--- src/rtl/hdmi_video_pkg.sv ---
// Shared video definitions: 720p60 timing, pattern select codes, bar colours.
package hdmi_video_pkg;

  // 720p60 timing
  localparam int H_ACTIVE_720 = 1280;
  localparam int H_FP_720     = 110;
  localparam int H_SYNC_720   = 40;
  localparam int H_BP_720     = 220;
  localparam int V_ACTIVE_720 = 720;
  localparam int V_FP_720     = 5;
  localparam int V_SYNC_720   = 5;
  localparam int V_BP_720     = 20;
  localparam int H_TOTAL_720  = H_SYNC_720 + H_BP_720 + H_ACTIVE_720 + H_FP_720;
  localparam int V_TOTAL_720  = V_SYNC_720 + V_BP_720 + V_ACTIVE_720 + V_FP_720;

  // pat_sel encoding
  localparam logic [1:0] PAT_BARS  = 2'd0;
  localparam logic [1:0] PAT_RAMP  = 2'd1;
  localparam logic [1:0] PAT_GRID  = 2'd2;
  localparam logic [1:0] PAT_SOLID = 2'd3;

  // colour bar palette, left to right
  localparam logic [23:0] COL_WHITE   = 24'hFFFFFF;
  localparam logic [23:0] COL_YELLOW  = 24'hFFFF00;
  localparam logic [23:0] COL_CYAN    = 24'h00FFFF;
  localparam logic [23:0] COL_GREEN   = 24'h00FF00;
  localparam logic [23:0] COL_MAGENTA = 24'hFF00FF;
  localparam logic [23:0] COL_RED     = 24'hFF0000;
  localparam logic [23:0] COL_BLUE    = 24'h0000FF;
  localparam logic [23:0] COL_BLACK   = 24'h000000;

  localparam int BOX_SIZE = 64;

  typedef struct packed {
    logic [7:0] r;
    logic [7:0] g;
    logic [7:0] b;
  } rgb_t;

  // Counter width: at least 8 bits so x[7:0] / y[5:0] slices always exist.
  function automatic int cnt_w(input int n);
    return ($clog2(n) < 8) ? 8 : $clog2(n);
  endfunction

  // Bar index 0..7 maps to the palette; anything past the last bar is black.
  function automatic logic [23:0] bar_color(input logic [3:0] idx);
    case (idx)
      4'd0:    return COL_WHITE;
      4'd1:    return COL_YELLOW;
      4'd2:    return COL_CYAN;
      4'd3:    return COL_GREEN;
      4'd4:    return COL_MAGENTA;
      4'd5:    return COL_RED;
      4'd6:    return COL_BLUE;
      default: return COL_BLACK;
    endcase
  endfunction

endpackage

--- src/rtl/hdmi_pattern_gen_timing.sv ---
// video_timing_ctrl: h/v counters with raw sync/de decode, pixel coordinates
// and a strobe on the first active pixel of each frame.
module video_timing_ctrl
  import hdmi_video_pkg::*;
#(
  parameter int H_ACTIVE = H_ACTIVE_720,
  parameter int H_FP     = H_FP_720,
  parameter int H_SYNC   = H_SYNC_720,
  parameter int H_BP     = H_BP_720,
  parameter int V_ACTIVE = V_ACTIVE_720,
  parameter int V_FP     = V_FP_720,
  parameter int V_SYNC   = V_SYNC_720,
  parameter int V_BP     = V_BP_720,
  localparam int H_TOTAL = H_SYNC + H_BP + H_ACTIVE + H_FP,
  localparam int V_TOTAL = V_SYNC + V_BP + V_ACTIVE + V_FP,
  localparam int HW      = cnt_w(H_TOTAL + 1),
  localparam int VW      = cnt_w(V_TOTAL + 1)
) (
  input  logic          pixclk_in,
  input  logic          rst_n,
  input  logic          init_over,
  output logic [HW-1:0] h_cnt,
  output logic [VW-1:0] v_cnt,
  output logic          hs_raw,
  output logic          vs_raw,
  output logic          de_raw,
  output logic [HW-1:0] x,
  output logic [VW-1:0] y,
  output logic          sof,
  output logic          bar_clr
);

  localparam logic [HW-1:0] H_LAST    = HW'(H_TOTAL - 1);
  localparam logic [VW-1:0] V_LAST    = VW'(V_TOTAL - 1);
  localparam logic [HW-1:0] H_SYNC_C  = HW'(H_SYNC);
  localparam logic [VW-1:0] V_SYNC_C  = VW'(V_SYNC);
  localparam logic [HW-1:0] H_START_C = HW'(H_SYNC + H_BP);
  localparam logic [VW-1:0] V_START_C = VW'(V_SYNC + V_BP);
  localparam logic [HW-1:0] H_END_C   = HW'(H_SYNC + H_BP + H_ACTIVE);
  localparam logic [VW-1:0] V_END_C   = VW'(V_SYNC + V_BP + V_ACTIVE);

  logic h_act, v_act;

  // Raster counters; held at the origin until configuration is done.
  always_ff @(posedge pixclk_in or negedge rst_n) begin
    if (!rst_n) begin
      h_cnt <= '0;
      v_cnt <= '0;
    end else if (!init_over) begin
      h_cnt <= '0;
      v_cnt <= '0;
    end else if (h_cnt == H_LAST) begin
      h_cnt <= '0;
      v_cnt <= (v_cnt == V_LAST) ? '0 : v_cnt + 1'b1;
    end else begin
      h_cnt <= h_cnt + 1'b1;
    end
  end

  // Raw decode of the current counter state.
  always_comb begin
    hs_raw  = (h_cnt < H_SYNC_C);
    vs_raw  = (v_cnt < V_SYNC_C);
    h_act   = (h_cnt >= H_START_C) && (h_cnt < H_END_C);
    v_act   = (v_cnt >= V_START_C) && (v_cnt < V_END_C);
    de_raw  = h_act && v_act;
    x       = h_cnt - H_START_C;
    y       = v_cnt - V_START_C;
    sof     = (h_cnt == H_START_C) && (v_cnt == V_START_C);
    // one pixel before x=0: lets the bar counter start cleanly at x=0
    bar_clr = (h_cnt == H_START_C - 1'b1);
  end

endmodule

--- src/rtl/hdmi_pattern_gen.sv ---
// hdmi_pattern_gen: video timing plus test-pattern source for the HDMI pixel
// stream. All outputs are registered one cycle after the counter state.
// Optional build macro HDMI_PAT_MOVING_BOX_EN overlays a bouncing 64x64 white
// box (needs H_ACTIVE and V_ACTIVE of at least 64).
module hdmi_pattern_gen
  import hdmi_video_pkg::*;
#(
  parameter int H_ACTIVE = H_ACTIVE_720,
  parameter int H_FP     = H_FP_720,
  parameter int H_SYNC   = H_SYNC_720,
  parameter int H_BP     = H_BP_720,
  parameter int V_ACTIVE = V_ACTIVE_720,
  parameter int V_FP     = V_FP_720,
  parameter int V_SYNC   = V_SYNC_720,
  parameter int V_BP     = V_BP_720,
  parameter int SYNC_POL = 1
) (
  input  logic        pixclk_in,
  input  logic        rst_n,
  input  logic        init_over,
  input  logic [1:0]  pat_sel,
  input  logic [23:0] solid_rgb,
  output logic        pixclk_out,
  output logic        vs_out,
  output logic        hs_out,
  output logic        de_out,
  output logic [7:0]  r_out,
  output logic [7:0]  g_out,
  output logic [7:0]  b_out,
  output logic        frame_start
);

  localparam int H_TOTAL = H_SYNC + H_BP + H_ACTIVE + H_FP;
  localparam int V_TOTAL = V_SYNC + V_BP + V_ACTIVE + V_FP;
  localparam int HW      = cnt_w(H_TOTAL + 1);
  localparam int VW      = cnt_w(V_TOTAL + 1);
  localparam int BAR_W   = H_ACTIVE / 8;
  localparam int BPW     = (BAR_W > 1) ? $clog2(BAR_W) : 1;

  localparam logic [BPW-1:0] BAR_LAST = BPW'(BAR_W - 1);
  localparam logic [HW-1:0]  X_LAST   = HW'(H_ACTIVE - 1);
  localparam logic [VW-1:0]  Y_LAST   = VW'(V_ACTIVE - 1);
  localparam logic           SYNC_ACT = (SYNC_POL != 0);

  logic [HW-1:0]  h_cnt, x;
  logic [VW-1:0]  v_cnt, y;
  logic           hs_raw, vs_raw, de_raw, sof, bar_clr;
  logic [1:0]     pat_q;
  rgb_t           solid_q;
  logic [BPW-1:0] bar_px;
  logic [3:0]     bar_idx;
  rgb_t           pix;

  assign pixclk_out = pixclk_in;

  video_timing_ctrl #(
    .H_ACTIVE (H_ACTIVE), .H_FP (H_FP), .H_SYNC (H_SYNC), .H_BP (H_BP),
    .V_ACTIVE (V_ACTIVE), .V_FP (V_FP), .V_SYNC (V_SYNC), .V_BP (V_BP)
  ) u_timing (
    .pixclk_in (pixclk_in),
    .rst_n     (rst_n),
    .init_over (init_over),
    .h_cnt     (h_cnt),
    .v_cnt     (v_cnt),
    .hs_raw    (hs_raw),
    .vs_raw    (vs_raw),
    .de_raw    (de_raw),
    .x         (x),
    .y         (y),
    .sof       (sof),
    .bar_clr   (bar_clr)
  );

  // Pattern controls are shadowed at the raster origin so a frame never tears.
  always_ff @(posedge pixclk_in or negedge rst_n) begin
    if (!rst_n) begin
      pat_q   <= PAT_BARS;
      solid_q <= '0;
    end else if ((h_cnt == '0) && (v_cnt == '0)) begin
      pat_q   <= pat_sel;
      solid_q <= solid_rgb;
    end
  end

  // Bar position tracked by a pixel counter instead of dividing x by BAR_W;
  // bar_idx parks at 8 (black) for the leftover pixels past 8*BAR_W.
  always_ff @(posedge pixclk_in or negedge rst_n) begin
    if (!rst_n) begin
      bar_px  <= '0;
      bar_idx <= '0;
    end else if (!init_over || bar_clr) begin
      bar_px  <= '0;
      bar_idx <= '0;
    end else if (bar_px == BAR_LAST) begin
      bar_px  <= '0;
      if (bar_idx != 4'd8) bar_idx <= bar_idx + 4'd1;
    end else begin
      bar_px  <= bar_px + 1'b1;
    end
  end

`ifdef HDMI_PAT_MOVING_BOX_EN
  localparam logic [HW-1:0] BOX_XLIM = HW'(H_ACTIVE - BOX_SIZE);
  localparam logic [VW-1:0] BOX_YLIM = VW'(V_ACTIVE - BOX_SIZE);

  logic [HW-1:0] pos_x, disp_x, box_x, box_dx;
  logic [VW-1:0] pos_y, disp_y, box_y, box_dy;
  logic          dir_x, dir_y, in_box;

  // pos_* is the position for the coming frame; disp_* is what the current
  // frame shows. At frame_start the pending position is committed and the
  // next one is stepped, bouncing off the active-area edges.
  always_ff @(posedge pixclk_in or negedge rst_n) begin
    if (!rst_n) begin
      pos_x <= '0; pos_y <= '0; disp_x <= '0; disp_y <= '0;
      dir_x <= 1'b0; dir_y <= 1'b0;
    end else if (!init_over) begin
      pos_x <= '0; pos_y <= '0; disp_x <= '0; disp_y <= '0;
      dir_x <= 1'b0; dir_y <= 1'b0;
    end else if (sof) begin
      disp_x <= pos_x;
      disp_y <= pos_y;
      if (!dir_x) begin
        if (pos_x == BOX_XLIM) begin dir_x <= 1'b1; pos_x <= pos_x - 1'b1; end
        else                          pos_x <= pos_x + 1'b1;
      end else begin
        if (pos_x == '0) begin dir_x <= 1'b0; pos_x <= pos_x + 1'b1; end
        else                    pos_x <= pos_x - 1'b1;
      end
      if (!dir_y) begin
        if (pos_y == BOX_YLIM) begin dir_y <= 1'b1; pos_y <= pos_y - 1'b1; end
        else                          pos_y <= pos_y + 1'b1;
      end else begin
        if (pos_y == '0) begin dir_y <= 1'b0; pos_y <= pos_y + 1'b1; end
        else                    pos_y <= pos_y - 1'b1;
      end
    end
  end

  // On the first pixel the committed position is not yet in disp_*.
  always_comb begin
    box_x  = sof ? pos_x : disp_x;
    box_y  = sof ? pos_y : disp_y;
    box_dx = x - box_x;
    box_dy = y - box_y;
    in_box = (x >= box_x) && (box_dx < HW'(BOX_SIZE)) &&
             (y >= box_y) && (box_dy < VW'(BOX_SIZE));
  end
`endif

  // Pattern mux for the current counter state; blanked outside de.
  always_comb begin
    pix = '0;
    case (pat_q)
      PAT_BARS:  pix = bar_color(bar_idx);
      PAT_RAMP:  pix = {x[7:0], x[7:0], x[7:0]};
      PAT_GRID:  if ((x[5:0] == 6'd0) || (y[5:0] == 6'd0) || (x == X_LAST) || (y == Y_LAST))
                   pix = COL_WHITE;
      default:   pix = solid_q;
    endcase
`ifdef HDMI_PAT_MOVING_BOX_EN
    if (in_box) pix = COL_WHITE;
`endif
    if (!de_raw) pix = '0;
  end

  // Output registers; everything is zero (syncs included) while idle.
  always_ff @(posedge pixclk_in or negedge rst_n) begin
    if (!rst_n) begin
      hs_out <= 1'b0; vs_out <= 1'b0; de_out <= 1'b0; frame_start <= 1'b0;
      r_out  <= '0;   g_out  <= '0;   b_out  <= '0;
    end else if (!init_over) begin
      hs_out <= 1'b0; vs_out <= 1'b0; de_out <= 1'b0; frame_start <= 1'b0;
      r_out  <= '0;   g_out  <= '0;   b_out  <= '0;
    end else begin
      hs_out      <= hs_raw ? SYNC_ACT : ~SYNC_ACT;
      vs_out      <= vs_raw ? SYNC_ACT : ~SYNC_ACT;
      de_out      <= de_raw;
      frame_start <= sof;
      r_out       <= pix.r;
      g_out       <= pix.g;
      b_out       <= pix.b;
    end
  end

endmodule
--- config.mk ---
export PLATFORM = sky130hd
export DESIGN_NAME = hdmi_pattern_gen
export DESIGN_NICKNAME = d
export VERILOG_FILES = /design/src/rtl/hdmi_video_pkg.sv /design/src/rtl/hdmi_pattern_gen_timing.sv /design/src/rtl/hdmi_pattern_gen.sv
export SDC_FILE = /design/constraint.sdc
export NUM_CORES = 1
export LEC_CHECK = 0
export ABC_AREA = 1
export CELL_PAD_IN_SITES_DETAIL_PLACEMENT = 1
export CELL_PAD_IN_SITES_GLOBAL_PLACEMENT = 1
export CORE_UTILIZATION = 25
export CTS_CLUSTER_DIAMETER = 120
export DETAILED_ROUTE_END_ITERATION = 7
export PLACE_DENSITY_LB_ADDON = 0.1
export REMOVE_ABC_BUFFERS = 1
export SETUP_SLACK_MARGIN = 0.3
export SLEW_MARGIN = 5
export SYNTH_ARGS = -nofsm -noshare
export SYNTH_HDL_FRONTEND = slang
export SYNTH_HIERARCHICAL = 1
export SYNTH_SLANG_ARGS = --single-unit
--- constraint.sdc ---
create_clock -name pixclk_in -period 1.79 [get_ports pixclk_in]
set_input_delay 0.179 -clock pixclk_in [delete_from_list [all_inputs] [get_ports pixclk_in]]
set_output_delay 0.179 -clock pixclk_in [all_outputs]
set_load 0.1 [all_outputs]
Word level (Yosys, flattened, before mapping). Index checks and enable logic that the tools add are counted.

Reduce and logical (&&, ||, !) cells: 19. $add $sub $neg: 6. Eq/ne operators: 18. Order comparisons: 6. Multiplexer cells: 23.

Operator list (count): $pmux 24 s7 (1); $pmux 24 s3 (1); $mux 24 (2); $mux 8 (5); $mux 10 (3); $eq 11x11->1 const B (2); $eq 11x9->1 const B (2); $mux 11 (2); $eq 10x10->1 const B (2); $eq 4x3->1 const B (3); $logic_not 6->1 (2); $mux 4 (3); $add 11x1->11 const B (1); $ge 11x9->1 const B (1); $logic_not 11->1 (1); $lt 11x11->1 const B (1); $lt 11x6->1 const B (1); $sub 11x9->11 const B (1); $add 10x1->10 const B (1); $eq 10x5->1 const B (1); $ge 10x5->1 const B (1); $logic_not 10->1 (1); $lt 10x10->1 const B (1); $lt 10x3->1 const B (1); 18 further kinds (32).

Input port bits: 29. Flip-flop bits (word level): 87. Output and inout bits: 29. Logic and storage cells: 87.

Longest topological paths before layout.
Depth after elaboration: 9. Gate-level depth with buffers: 17. Mapped depth without buffers: 15.

Cells and area by module. The synthesis kept the hierarchy.

Modules (own cells, without submodules): hdmi_pattern_gen (cells an instance 407, area each 3367.0 µm², seq. area each 1651.6 µm², times used 1); video_timing_ctrl (cells an instance 279, area each 1808.0 µm², seq. area each 525.5 µm², times used 1).

==> impl_metrics.py <==
metrics = {
    "setup_path": {
        "cp.required_ns": 2.16,
        "r2r-start": "u_timing/h_cnt[6]",
        "r2r_slack_ns": -0.26,
        "cp.depth": 15,
        "max_stage_delay_ns": 0.41,
        "endpoint_kind": "flip-flop",
        "critPathTopFamily": "simple AND/OR/NAND/NOR gates",
        "startpoint": "u_timing/h_cnt[6]",
        "r2r_cells": 15,
        "path_class": "reg -> reg",
        "critical_path.endpoint": "b_out[0]",
        "worst_ep_arrival_time_ns": 2.41,
        "worstPathCellList": "nor2_1 -> inv_1 -> buf_4 -> o21ai_2 -> nand2_4 -> nand2_2 -> nor2_2 -> nand3_1 -> nand3_2 -> nand2_4 -> buf_6 -> clkbuf_16 -> nand3_2 -> nand2_1 -> inv_1",
        "start_kind": "flip-flop",
        "cp_num_buf_inv": 5,
        "crit_path_top_delay_cell": "dfrtp_1",
        "worstPathMaxFanout": 6,
        "worstReg2RegEnd": "b_out[0]",
    },
    "logic_synthesis": {
        "ys_types": 37,
        "synth.cell_area_sq_um": 5175,
        "synthTopCellsByCount": "nand2_1 (162), nor2_1 (113), inv_1 (108)",
        "synth.avg_cell_area_sq_um": 7.544,
        "syn_inst": 686,
        "synth_top_area_share_pct": 42.07,
        "ys_ff_latch": 87,
        "synth_area_leaders": "dfrtp_1 (42%), nand2_1 (12%), nor2_1 (8.2%), inv_1 (7.8%), nand3_1 (5.1%)",
        "async_flop_share_pct": 100.0,
        "yosysWarnings": 6,
        "synth_flop_cell": "dfrtp_1",
        "synthMostInstantiatedCell": "nand2_1",
        "synth_edf_count": 0,
        "seq_area_frac_synth_pct": 42.07,
        "synth_area_leader_cell": "dfrtp_1",
    },
    "die": {
        "die_w_um": 145.9,
        "core-area_sq_um": 20230,
        "start_util_pct": 25.58,
        "die_area_sq_um": 21280,
        "die_y_um": 145.9,
        "ios": 58,
        "placementRows": 52,
    },
    "sta": {
        "finalCriticalPeriod_ns": 2.045,
        "setup_tns_ns": -8.685,
        "max_slew_margin_pct": 73.68,
        "drv_slew": 0,
        "max_slew.worst_pin.slew_ns": 0.3948,
        "grt_setup_unrepaired": "yes",
        "fin_crit_sh_pct": 114.3,
        "setup_violations": 51,
        "finalHoldViolCount": 0,
        "finClkSkew_ns": 0.01031,
        "setup_ws_ns": -0.2551,
        "fmax_mhz": 489.0,
    },
    "global_routing": {
        "busiest_layer": "met2",
        "grt_pass1_vias": 5455,
        "grt-ovfl-total": 0,
        "met3_usage_pct": 3.386,
        "antenna_found_initial": 0,
        "grtUsageTotal_pct": 17.93,
        "grt_max_degree": 30,
        "grt_pass1_wl_um": 29310,
        "met2_usage_pct": 31.22,
        "grtUsageMet1_pct": 22.24,
    },
    "pwr": {
        "switching_share_pct": 32.14,
        "ir_drop_uv": 1327,
        "leakagePower_nw": 4.312,
        "p_seq_share_pct": 34.9,
        "power_frac_comb_pct": 22.8,
        "clkPwrFrac_pct": 42.3,
        "power_density_nw_per_um2": 764.3,
        "p_int_mw": 4.304,
        "p_sw_mw": 2.039,
        "power_mw": 6.343,
    },
    "drt": {
        "ant_nets": 0,
        "drtIter0Drc": 160,
        "drc": 0,
        "viasPerCell": 4.397,
        "wire_per_inst_um": 16.09,
        "first_pass_iters": 4,
        "postRouteWirelength_um": 18270,
        "via_count": 4991,
    },
    "outcome": {
        "violations": "negative setup slack",
        "status": "complete, but fails checks",
    },
    "place": {
        "gp_congestion": 0.8604,
        "port-buffer-count": 57,
        "hpwlAfterDp_um": 11860,
    },
    "layout": {
        "fin_nets": 903,
        "post-route-util_pct": 41.02,
        "area_delta_synth_final_pct": 60.37,
        "diodes": 0,
        "drive_gt1_share_pct": 42.54,
    },
    "worst_hold_path": {
        "hp-class": "in -> async",
    },
    "clocking": {
        "clk_latency_ns": 0.47,
        "clk_pin_slew_worst_paths_ns": 0.08,
        "cts_tree": "built",
    },
    "flow_run": {
        "maxCapViolCount": 0,
    },
}
stage by stage:
stage               cell area [sq um]  cells  worst slack [ns]  hold slack, ns
floorplan                        5007    666           -0.1875         -0.1166
global placement                 6514   1074           -0.2619          0.1271
detailed placement               6514   1074           -0.2442          0.1256
CTS                              7789   1123           -0.2196          0.1818
global route                     8299   1135           -0.3980          0.2002
finish                           8299   1135           -0.2551          0.1703
power groups by stage:
| stage | clock [mW] | sequential, mW | combinational, mW |
|---|---|---|---|
| global placement | 0.219 | 2.24 | 0.969 |
| floorplan | 0 | 2.24 | 0.585 |
| detailed placement | 0.219 | 2.25 | 0.983 |
| CTS | 2.77 | 2.21 | 1.30 |
| global route | 2.85 | 2.23 | 1.58 |
| finish | 2.68 | 2.22 | 1.44 |
placed cells by master, fill, tap and decap left out, types with 3 or more instances in the layout:
cell type	Yosys	layout
a21oi_1	16	11
a21oi_2	0	5
buf_12	0	10
buf_16	0	7
buf_4	3	111
buf_6	10	18
clkbuf_16	0	15
clkdlybuf4s50_1	0	27
dfrtp_1	87	82
dfrtp_2	0	5
ha_1	14	9
ha_4	0	4
inv_1	108	97
inv_2	6	15
nand2_1	162	119
nand2_2	5	38
nand2_4	2	11
nand3_1	53	32
nand3_2	3	20
nand3_4	0	4
nand4_1	7	7
nor2_1	113	83
nor2_2	5	17
nor2_4	3	21
nor3_1	11	8
nor3_4	1	4
nor3b_2	0	3
o21ai_1	5	5
o21ai_2	27	32
xor2_1	13	9
xor2_2	0	3
final cells by class:
cell class,count,area [sq um]
repair inverters,1,16.27
multi-input cells,464,3073
clock inverters,6,76.32
inverters,115,449.2
clock buffers,14,339.1
well taps,270,337.8
flip-flops and latches,87,2183
repair buffers,178,1824
fillers,2359,11940
cell families (layout without fill, tap and decap cells):
kind of cell | count (synthesis) | after routing | share of synthesized area [%]
and+or+nand+nor | 374 | 374 | 32.04
DFF | 87 | 87 | 42.07
adders and majority gates | 14 | 14 | 3.385
xor gates and xnor gates | 15 | 15 | 2.539
buffers and inverters | 135 | 314 | 11.63
AOI/OAI and AO/OA | 61 | 61 | 8.342
worst min path at each step:
stage | endpoint | cells past startpoint | from | slack (ns)
floorplan | b_out[0] | 0 | rst_n | -0.12
global placement | u_timing/v_cnt[8] | 1 | rst_n | 0.13
detailed placement | u_timing/v_cnt[8] | 1 | rst_n | 0.13
CTS | u_timing/v_cnt[8] | 2 | rst_n | 0.18
global route | u_timing/v_cnt[8] | 2 | rst_n | 0.20
finish | u_timing/v_cnt[2] | 2 | rst_n | 0.17
layer usage:
metal | wire length (um) | part of all wire (%)
met1 | 8015 | 44
met3 | 467 | 2.6
met5 | 0 | 0
met2 | 9472 | 52
met4 | 311 | 1.7
repair_timing:
action | CTS | global route
cloned | 9 | 2
setup endpoints to repair | 86 | 86
hold buffers | 1 | 0
buffers inserted | 20 | 10
resized for setup | 129 | 97
pin swaps | 37 | 39
endpoints found under the hold margin | 50 | 0
flip-flops by register name, indices dropped and copies added, names as in the netlist, 2 cells and up:
| register | flops |
|---|---|
| r_out | 8 |
| u_timing/v_cnt | 10 |
| pat_q | 2 |
| solid_q | 24 |
| bar_px | 8 |
| g_out | 8 |
| b_out | 8 |
| bar_idx | 4 |
| u_timing/h_cnt | 11 |
(Power assumes the default switching activity.)
